File: config.mk
export PLATFORM = sky130hd
export DESIGN_NAME = timer_seq_ctrl
export DESIGN_NICKNAME = d
export VERILOG_FILES = /design/src/rtl/timer_seq_ctrl.sv
export SDC_FILE = /design/constraint.sdc
export NUM_CORES = 1
export LEC_CHECK = 0
export ABC_AREA = 1
export CAP_MARGIN = 20
export CORE_ASPECT_RATIO = 1.25
export CORE_MARGIN = 4
export CORE_UTILIZATION = 40
export CTS_CLUSTER_SIZE = 25
export DETAILED_ROUTE_END_ITERATION = 16
export PLACE_DENSITY = 0.86
export REMOVE_ABC_BUFFERS = 1
export SKIP_CTS_REPAIR_TIMING = 1
export SYNTH_ARGS = -nofsm -noshare
export SYNTH_HDL_FRONTEND = slang
export SYNTH_SLANG_ARGS = --single-unit
File: constraint.sdc
create_clock -name CP -period 1.77 [get_ports CP]
set_input_delay 0.354 -clock CP [delete_from_list [all_inputs] [get_ports CP]]
set_output_delay 0.354 -clock CP [all_outputs]
set_load 0.1 [all_outputs]
File: src/rtl/timer_seq_ctrl.sv
// ----------------------------------------------------------------------------
// timer_seq_ctrl
//
// Sequences an external 4-bit synchronous loadable counter (163-style: load
// active-low with priority over count, count when T and P are both high) to
// time one-shot or periodic runs. A period is the span from the counter
// holding P until it reaches 4'hF, i.e. 16-P enabled cycles.
//
// Request/pulse protocol: start is a single-cycle request that is only
// accepted in IDLE with stop low, and it is ignored at any other time. stop
// aborts a run in LOAD or RUN and always wins over start. tick and done are
// single-cycle pulses with no acknowledge; the consumer must sample them on
// the cycle they are high.
//
// Ports
//   CP, CR        clock; synchronous active-high reset
//   start, stop   run request / abort request
//   hold          freeze the counter while high
//   mode          0 = one-shot, 1 = periodic
//   preset        counter load value P
//   reps          periodic run length R (0 = run until stop)
//   Q_i, CO_i     counter state and terminal count (Q_i == 4'hF)
//   LDn_o, D_o    counter load strobe (active-low) and load data
//   CTT_o, CTP_o  counter enables T and P
//   busy          controller is not idle
//   tick          one pulse per completed period
//   done          one pulse when a run completes normally
//   pcnt          completed periods of the current/last run
//   o_dbg_state   current FSM state (debug)
//   o_dbg_q       counter state as seen by the controller (debug/status)
// ----------------------------------------------------------------------------
module timer_seq_ctrl (
    input  logic       CP,
    input  logic       CR,
    input  logic       start,
    input  logic       stop,
    input  logic       hold,
    input  logic       mode,
    input  logic [3:0] preset,
    input  logic [3:0] reps,
    input  logic [3:0] Q_i,
    input  logic       CO_i,
    output logic       LDn_o,
    output logic [3:0] D_o,
    output logic       CTT_o,
    output logic       CTP_o,
    output logic       busy,
    output logic       tick,
    output logic       done,
    output logic [3:0] pcnt,
    output logic [1:0] o_dbg_state,
    output logic [3:0] o_dbg_q
);

    typedef enum logic [1:0] {
        S_IDLE = 2'd0,
        S_LOAD = 2'd1,
        S_RUN  = 2'd2,
        S_DONE = 2'd3
    } state_t;

    state_t     r_state;
    logic [3:0] r_preset;
    logic [3:0] r_reps;
    logic       r_mode;
    logic [3:0] r_pcnt;
    logic       r_tick;

    state_t     w_next;
    logic       w_ldn;
    logic       w_ctt;
    logic       w_ctp;
    logic       w_accept;
    logic       w_period_end;
    logic       w_final;
    logic [3:0] w_pcnt_inc;

    assign w_accept     = start & ~stop;
    // CO_i seen while held is not a period end; the end is taken on the
    // first cycle hold is released, so the period stretches by the hold time.
    assign w_period_end = (r_state == S_RUN) & CO_i & ~hold & ~stop;
    assign w_pcnt_inc   = r_pcnt + 4'd1;
    // Continuous runs (periodic with R=0) never reach a final period, and
    // pcnt simply wraps through 4 bits.
    assign w_final      = ~r_mode | ((r_reps != 4'd0) & (w_pcnt_inc == r_reps));

    // State register and run bookkeeping.
    always_ff @(posedge CP) begin
        if (CR) begin
            r_state  <= S_IDLE;
            r_preset <= 4'd0;
            r_reps   <= 4'd0;
            r_mode   <= 1'b0;
            r_pcnt   <= 4'd0;
            r_tick   <= 1'b0;
        end else begin
            r_state <= w_next;
            r_tick  <= w_period_end;
            if ((r_state == S_IDLE) && w_accept) begin
                r_preset <= preset;
                r_reps   <= reps;
                r_mode   <= mode;
                r_pcnt   <= 4'd0;
            end else if (w_period_end) begin
                r_pcnt <= w_pcnt_inc;
            end
        end
    end

    // Next state and counter controls.
    always_comb begin
        w_next = r_state;
        w_ldn  = 1'b1;
        w_ctt  = 1'b0;
        w_ctp  = 1'b0;
        case (r_state)
            S_IDLE: begin
                if (w_accept) begin
                    w_next = S_LOAD;
                end
            end
            S_LOAD: begin
                if (stop) begin
                    w_next = S_IDLE;
                end else begin
                    w_ldn  = 1'b0;
                    w_next = S_RUN;
                end
            end
            S_RUN: begin
                if (stop) begin
                    w_next = S_IDLE;
                end else begin
                    w_ctt = 1'b1;
                    w_ctp = ~hold;
                    if (w_period_end) begin
                        if (w_final) begin
                            // Drop T so the counter parks at 4'hF.
                            w_ctt  = 1'b0;
                            w_next = S_DONE;
                        end else begin
                            // Reload P in place of the 15->0 wrap.
                            w_ldn = 1'b0;
                        end
                    end
                end
            end
            S_DONE: begin
                w_next = S_IDLE;
            end
            default: begin
                w_next = S_IDLE;
            end
        endcase
    end

    assign LDn_o       = w_ldn;
    assign D_o         = r_preset;
    assign CTT_o       = w_ctt;
    assign CTP_o       = w_ctp;
    assign busy        = (r_state != S_IDLE);
    assign tick        = r_tick;
    assign done        = (r_state == S_DONE);
    assign pcnt        = r_pcnt;
    assign o_dbg_state = r_state;
    assign o_dbg_q     = Q_i;

endmodule

### After elaboration in Yosys (flattened, before gate mapping)

Index checks and enable logic that the tools add are counted.

| cells by class | value |
|---|---|
| mux-type cells | 17 |
| bitwise operators | 9 |
| equal/unequal tests | 7 |
| reduce and logical (&&, ||, !) cells | 6 |
| $add $sub $neg | 1 |

Operators with widths:

| operator | count |
|---|---|
| 1-bit two-way mux | 10 |
| 2-bit two-way mux | 5 |
| 2-bit case mux with 4 select lines | 1 |
| 3-bit != test, second input constant | 2 |
| 1-bit AND | 5 |
| 4-bit by 1-bit adder with 4-bit output, second input constant | 1 |
| 2-bit equality test, second input constant | 2 |
| 4-bit equality test | 1 |
| 4-bit nonzero test | 1 |
| 1-bit NOT | 3 |
| 3-bit AND reduction | 1 |
| 2-bit by 1-bit equality test with 1-bit output, second input constant | 1 |
| 2-bit zero test | 1 |
| 2-bit != test, second input constant | 1 |
| 1-bit case mux with 2 select lines | 1 |
| 2-bit nonzero test | 1 |
| 2-bit OR reduction | 1 |
| 1-bit logical AND | 1 |
| 1-bit bitwise OR | 1 |

| word-level totals | value |
|---|---|
| input port bits | 19 |
| logic and storage cells | 46 |
| flip-flop bits (word level) | 16 |
| output and inout bits | 20 |

### Logic depth before layout (Yosys ltp)

Gate-level depths: netlist of run 1.

| depth | value |
|---|---|
| word-level depth | 8 |
| gate-level depth with buffers | 13 |
| depth with buffers taken out | 13 |

### Worst setup path before layout of run 1

OpenSTA, ideal clock, no wires.

| timing | value |
|---|---|
| kind | register to output |
| start | register r_state[1] (netlist: o_dbg_state[1]) |
| end | output port CTP_o |
| data arrival time | 3421 ps |
| required time | 1416 ps |
| stages on the path, launching flop included | 4 |
| buffers on the path | 0 |
| slack | -2005 ps |
| cells stage by stage | dfxtp_1 -> ha_1 -> inv_1 -> nor3_1 |

| between the ends | value |
|---|---|
| longest elaborated chain between the ends | 2 |

RTL lines:

| what | line | text |
|---|---|---|
| start, declared | 62 | `state_t r_state;` |
| start signal, assigned | 97 | `r_state <= w_next;` |
| 2-bit equality test | 116 | `case (r_state)` |
| 1-bit two-way mux | 116 |  |
| end, declared | 46 | `output logic CTP_o,` |

Every way passes these cells.

### Worst setup path after layout of run 1

| timing | value |
|---|---|
| start | register r_pcnt[1] (netlist: pcnt[1]) |
| end | output port LDn_o |

| between the ends | value |
|---|---|
| longest elaborated chain between the ends | 8 |

RTL lines:

| what | line | text |
|---|---|---|
| start, declared | 66 | `logic [3:0] r_pcnt;` |
| start signal, assigned | 105 | `r_pcnt <= w_pcnt_inc;` |
| 4-bit by 1-bit adder with 4-bit output | 82 | `assign w_pcnt_inc = r_pcnt + 4'd1;` |
| named net w_pcnt_inc[1] | 76 | `logic [3:0] w_pcnt_inc;` |
| 4-bit equality test | 85 | `assign w_final = ~r_mode \| ((r_reps != 4'd0) & (w_pcnt_inc == r_reps));` |
| 1-bit AND | 85 |  |
| 1-bit bitwise OR | 85 |  |
| 1-bit two-way mux | 137 | `if (w_final) begin` |
| 1-bit two-way mux | 136 | `if (w_period_end) begin` |
| 1-bit two-way mux | 131 | `if (stop) begin` |
| 1-bit case mux with 2 select lines | 116 |  |
| end, declared | 43 | `output logic LDn_o,` |

The timed path passes the listed nets, and every way through them passes these cells.

==> flow_metrics.env, run 1 <==
export IMPL_status="finished with violations"
export IMPL_failed_checks="negative setup slack"
export IMPL_dp_cells=178
export IMPL_clk_latency_ns=0.29
export IMPL_finalCritPeriodShare=1.21
export IMPL_worstPathArrival_ns=1.79
export IMPL_place_area_um2=1400
export IMPL_die_area_um2=2970
export IMPL_rows=18
export IMPL_grt_overflow_total=0
export IMPL_initial_core_util=0.426
export IMPL_cp_start_kind="flop"
export IMPL_finalPower_mw=2.23
export IMPL_cts_buffers=3
export IMPL_synth_async_reset_ratio=0
export IMPL_ys_seq_area_frac=0.371
export IMPL_grt_antenna_before_repair=0
export IMPL_synth_cell_area_um2=863
export IMPL_finalWeightedCongestion=0.875
export IMPL_synth_cells=122
export IMPL_fin_crit_ns=2.14
export IMPL_setup_tns_ns=-0.722
export IMPL_top_usage_layer="met2"
export IMPL_fillers=143
export IMPL_syn_area_per_cell_um2=7.08
export IMPL_rsz0062_at_grt="true"
export IMPL_grt_max_degree=12
export IMPL_synth_area_leaders="dfxtp_1 37%, nand2_1 9.1%, a21oi_1 8.7%, inv_1 8.7%, ha_1 7.2%"
export IMPL_drt_total_wl_mm=2.34
export IMPL_ff_latch_area_um2=324
export IMPL_post_synth_top_area_fraction=0.371
export IMPL_final_common_cell="nand2_1"
export IMPL_clock_fmax_mhz=466
export IMPL_synth_edf_count=0
export IMPL_layout_drive_gt1_share=0.311
export IMPL_holdWs_ns=0.457
export IMPL_powerDensity_nw_per_um2=1480
export IMPL_clk_pin_slew_ns=0.09
export IMPL_cts_sinks=16
export IMPL_ios=39
export IMPL_dp_slack_ns=-0.119
export IMPL_cts_buffer_depth=2
export IMPL_first_global_vias=854
export IMPL_num_vias=943
export IMPL_fin_util=0.743
export IMPL_hold_path_class="flop to flop"
export IMPL_path_class="flop to primary output"
export IMPL_dr_pass1_iters=5
export IMPL_vias_per_cell=5.13
export IMPL_cp_end_kind="primary output"
export IMPL_cts_root_buffer="clkbuf_4"
export IMPL_setup_viol=2
export IMPL_synth_cell_types=23
export IMPL_place_hpwl_mm=1.86
export IMPL_fp_coreArea_um2=2030
export IMPL_use_met3=0.0549
export IMPL_wl_per_cell_um=12.7
export IMPL_fin_skew_ns=0.00685
export IMPL_drcViolationCount=0
export IMPL_grt_pass1_wl_mm=3.59
export IMPL_die_y_um=59.9
export IMPL_max_vdd_ir_drop_mv=1.78
export IMPL_portBuffers=30
export IMPL_synth_ff_type="dfxtp_1"
export IMPL_syn2layout_area_growth_pct=74.3
export IMPL_first_iter_violations=19
export IMPL_crit_path_max_fanout=3
export IMPL_ys_ff_latch=16
export IMPL_final_cells=184
export IMPL_hold_viol=0
export IMPL_use_met1=0.152
export IMPL_synth_top_cell_by_area="dfxtp_1"
export IMPL_nets=189
export IMPL_setup_slack_ns=-0.374
export IMPL_htreeDepth=1
export IMPL_leakagePower_nw=0.623
export IMPL_hold_depth=2
export IMPL_track_usage=0.152
export IMPL_max_cap_violations=0
export IMPL_crit_required_ns=1.42
export IMPL_r2r_cells=12
export IMPL_postRouteAntennaNets=0
export IMPL_cts_tree="built"
export IMPL_multi_input_area_um2=472
export IMPL_relSlewSlack=0.845
export IMPL_worstMarginPinSlew_ns=0.231
export IMPL_yosys_warnings=0
export IMPL_finalInstanceArea_um2=1510
export IMPL_mostFrequentLayoutCells="21 x nand2_1, 16 x inv_1, 16 x buf_12"
export IMPL_fp_dieW_um=49.6
export IMPL_antennaDiodeCount=0
export IMPL_met2_usage=0.308
export IMPL_drv_slew=0
[routing by layer]
metal | routed length [um] | vias to the layer above
met2 | 1300 | 31
met1 | 912 | 433
met5 | 0 | -
met3 | 106 | 4
li1 | - | 475
met4 | 23 | 0
[report_power, final]
group	internal (mW)	leakage, nW	total, mW	switching (mW)
sequential	0.424	0.132	0.479	0.0549
combinational	0.546	0.470	1.51	0.966
clock	0.125	0.0210	0.244	0.119
total	1.10	0.623	2.23	1.14
[synth_stat cells (2+ instances only)]
| master | instances |
|---|---|
| nand2_1 | 21 |
| nand3_2 | 2 |
| nor2_1 | 8 |
| inv_1 | 20 |
| nand3_1 | 8 |
| buf_4 | 4 |
| dfxtp_1 | 16 |
| o21ai_0 | 10 |
| ha_1 | 5 |
| a21oi_1 | 15 |
[cell families (layout without fill, tap and decap cells)]
family                   after synthesis  count (layout)  share of synthesized area
AND/OR/NAND/NOR                       43              43                      0.223
AO/OA/AOI/OAI                         30              30                      0.187
buffers and inverters                 27              69                      0.136
flip-flops                            16              16                      0.371
adder cells (fa/ha/maj)                5               5                     0.0725
XOR/XNOR                               1               1                     0.0101
[final cells by class]
class | instances | share of cell area
timing repair buffer | 44 | 0.378
clock buffer | 4 | 0.0241
tap | 20 | 0.0166
multi-input combinational | 79 | 0.313
inverter | 21 | 0.0524
sequential | 16 | 0.215
[worst max-delay path: stages, from the launching register on]
cell	delay, ns
dfxtp_2	0.35
ha_4	0.26
nor2_2	0.09
nand2_1	0.06
nand3_1	0.08
nand2_1	0.05
nand3_1	0.06
nand2_1	0.08
o21ai_1	0.14
nand3_1	0.15
buf_12	0.20
[state kept, by name (all words and copies together), names as in the netlist]
signal and cells:
D_o 4, o_dbg_state 2, pcnt 4, r_mode 1, r_reps 4, tick 1
[path summary, 6_finish.rpt]
check | start | slack, ns | endpoint
worst max register to register | pcnt[0] | 0.15 | o_dbg_state[1]
worst max-delay path | pcnt[1] | -0.37 | LDn_o
worst min register to register | r_mode | 0.46 | r_mode
worst min-delay path | r_mode | 0.46 | r_mode
No activity file was read; power rests on OpenSTA's default activity.
==> inputs of run 2 (changes only) <==
Settings changed: GPL_ROUTABILITY_DRIVEN set to 0, HOLD_SLACK_MARGIN set to 0.1, PLACE_DENSITY 0.86 to not set, PLACE_DENSITY_LB_ADDON set to 0.3.
==> flow_metrics.env, run 2 (same netlist as run 1, synthesis figures left out) <==
export IMPL_status="finished with violations"
export IMPL_failed_checks="negative setup slack"
export IMPL_initial_core_util=0.426
export IMPL_drcViolationCount=0
export IMPL_max_cap_violations=0
export IMPL_grt_antenna_before_repair=0
export IMPL_reg2reg_from="pcnt[0]"
export IMPL_postRouteAntennaNets=0
export IMPL_track_usage=0.164
export IMPL_die_area_um2=2970
export IMPL_r2r_cells=14
export IMPL_fp_dieW_um=49.6
export IMPL_wl_per_cell_um=12.7
export IMPL_fillers=142
export IMPL_cp_start_kind="flop"
export IMPL_rows=18
export IMPL_clock_fmax_mhz=469
export IMPL_drv_slew=0
export IMPL_crit_path_max_fanout=4
export IMPL_dp_cells=178
export IMPL_powerDensity_nw_per_um2=1490
export IMPL_ios=39
export IMPL_cts_root_buffer="clkbuf_4"
export IMPL_nets=190
export IMPL_worstPathArrival_ns=1.78
export IMPL_fin_crit_ns=2.13
export IMPL_worstMarginPinSlew_ns=0.226
export IMPL_hp_start="r_mode"
export IMPL_place_hpwl_mm=1.88
export IMPL_min_to="r_mode"
export IMPL_antennaDiodeCount=0
export IMPL_dr_pass1_iters=5
export IMPL_rr_endpoint="o_dbg_state[1]"
export IMPL_first_global_vias=955
export IMPL_final_cells=185
export IMPL_path_class="flop to primary output"
export IMPL_cts_buffer_depth=2
export IMPL_reg2reg_setup_slack_ns=0.16
export IMPL_max_vdd_ir_drop_mv=1.59
export IMPL_clk_pin_slew_ns=0.10
export IMPL_holdWs_ns=0.465
export IMPL_clk_latency_ns=0.29
export IMPL_relSlewSlack=0.849
export IMPL_grt_overflow_total=0
export IMPL_grt_pass1_wl_mm=3.80
export IMPL_leakagePower_nw=0.628
export IMPL_hold_depth=2
export IMPL_final_common_cell="nand2_1"
export IMPL_cts_sinks=16
export IMPL_vias_per_cell=5.05
export IMPL_num_vias=935
export IMPL_first_iter_violations=18
export IMPL_layout_drive_gt1_share=0.297
export IMPL_finalCritPeriodShare=1.20
export IMPL_hold_path_class="flop to flop"
export IMPL_hold_viol=0
export IMPL_mostFrequentLayoutCells="21 x nand2_1, 18 x inv_1, 16 x buf_12"
export IMPL_syn2layout_area_growth_pct=73.9
export IMPL_setup_slack_ns=-0.362
export IMPL_cp_end_kind="primary output"
export IMPL_fin_skew_ns=0.00342
export IMPL_cts_buffers=3
export IMPL_htreeDepth=1
export IMPL_fp_coreArea_um2=2030
export IMPL_die_y_um=59.9
export IMPL_portBuffers=30
export IMPL_setup_viol=2
export IMPL_grt_max_degree=12
export IMPL_cts_tree="built"
export IMPL_drt_total_wl_mm=2.36
export IMPL_fin_util=0.741
export IMPL_cp_startpoint="pcnt[0]"
export IMPL_rsz0062_at_grt="true"
export IMPL_crit_required_ns=1.42
-- run 2: through the flow --
step / worst slack [ns] / TNS (ns) / area (um^2) / power (mW)
after floorplan: -2.01 / -10.0 / 825 / 1.38
after global placement: -0.108 / -0.183 / 1400 / 1.91
after detailed placement: -0.114 / -0.275 / 1400 / 1.94
after CTS: -0.454 / -1.10 / 1440 / 2.19
after global routing: -0.484 / -0.949 / 1500 / 2.35
final: -0.362 / -0.676 / 1500 / 2.23
-- run 2: cell type report --
| class | instances | area (um^2) | area share |
|---|---|---|---|
| Inverter | 21 | 78.8 | 0.0525 |
| Tap cell | 20 | 25.0 | 0.0167 |
| Clock buffer | 4 | 36.3 | 0.0242 |
| Multi-Input combinational cell | 79 | 464 | 0.309 |
| Timing Repair Buffer | 45 | 573 | 0.382 |
| Sequential cell | 16 | 324 | 0.216 |
-- run 2: worst max-delay path by stage --
| stage | endpoint | depth (start not counted) | slack (ns) |
|---|---|---|---|
| 2_1_floorplan | CTP_o | 3 | -2.01 |
| 3_3_place_gp | LDn_o | 7 | -0.11 |
| 3_5_place_dp | CTT_o | 10 | -0.11 |
| 4_1_cts | CTT_o | 10 | -0.45 |
| 5_1_grt | CTT_o | 12 | -0.48 |
| 6_report | CTT_o | 12 | -0.36 |
-- run 2: metal layers --
layer	share of wire	vias up	global-route usage
met4	0.014	0	0.0751
met5	0	-	0
met3	0.045	5	0.0399
met1	0.37	421	0.158
li1	-	476	-
met2	0.57	33	0.325
-- run 2: where the power goes --
group	switching, mW	internal (mW)	total, mW
combinational	0.960	0.550	1.51
sequential	0.0517	0.424	0.476
clock	0.122	0.125	0.248
total	1.13	1.10	2.23
-- run 2: critical path, cell delays in order, from the launching register on --
cell	delay, ns
dfxtp_2	0.35
ha_4	0.16
inv_1	0.07
nand2_1	0.08
nand3_1	0.08
nand2_1	0.06
nor2_1	0.10
nand3_1	0.08
nand2_1	0.09
nand2_1	0.07
nand2_2	0.10
inv_1	0.08
buf_12	0.17
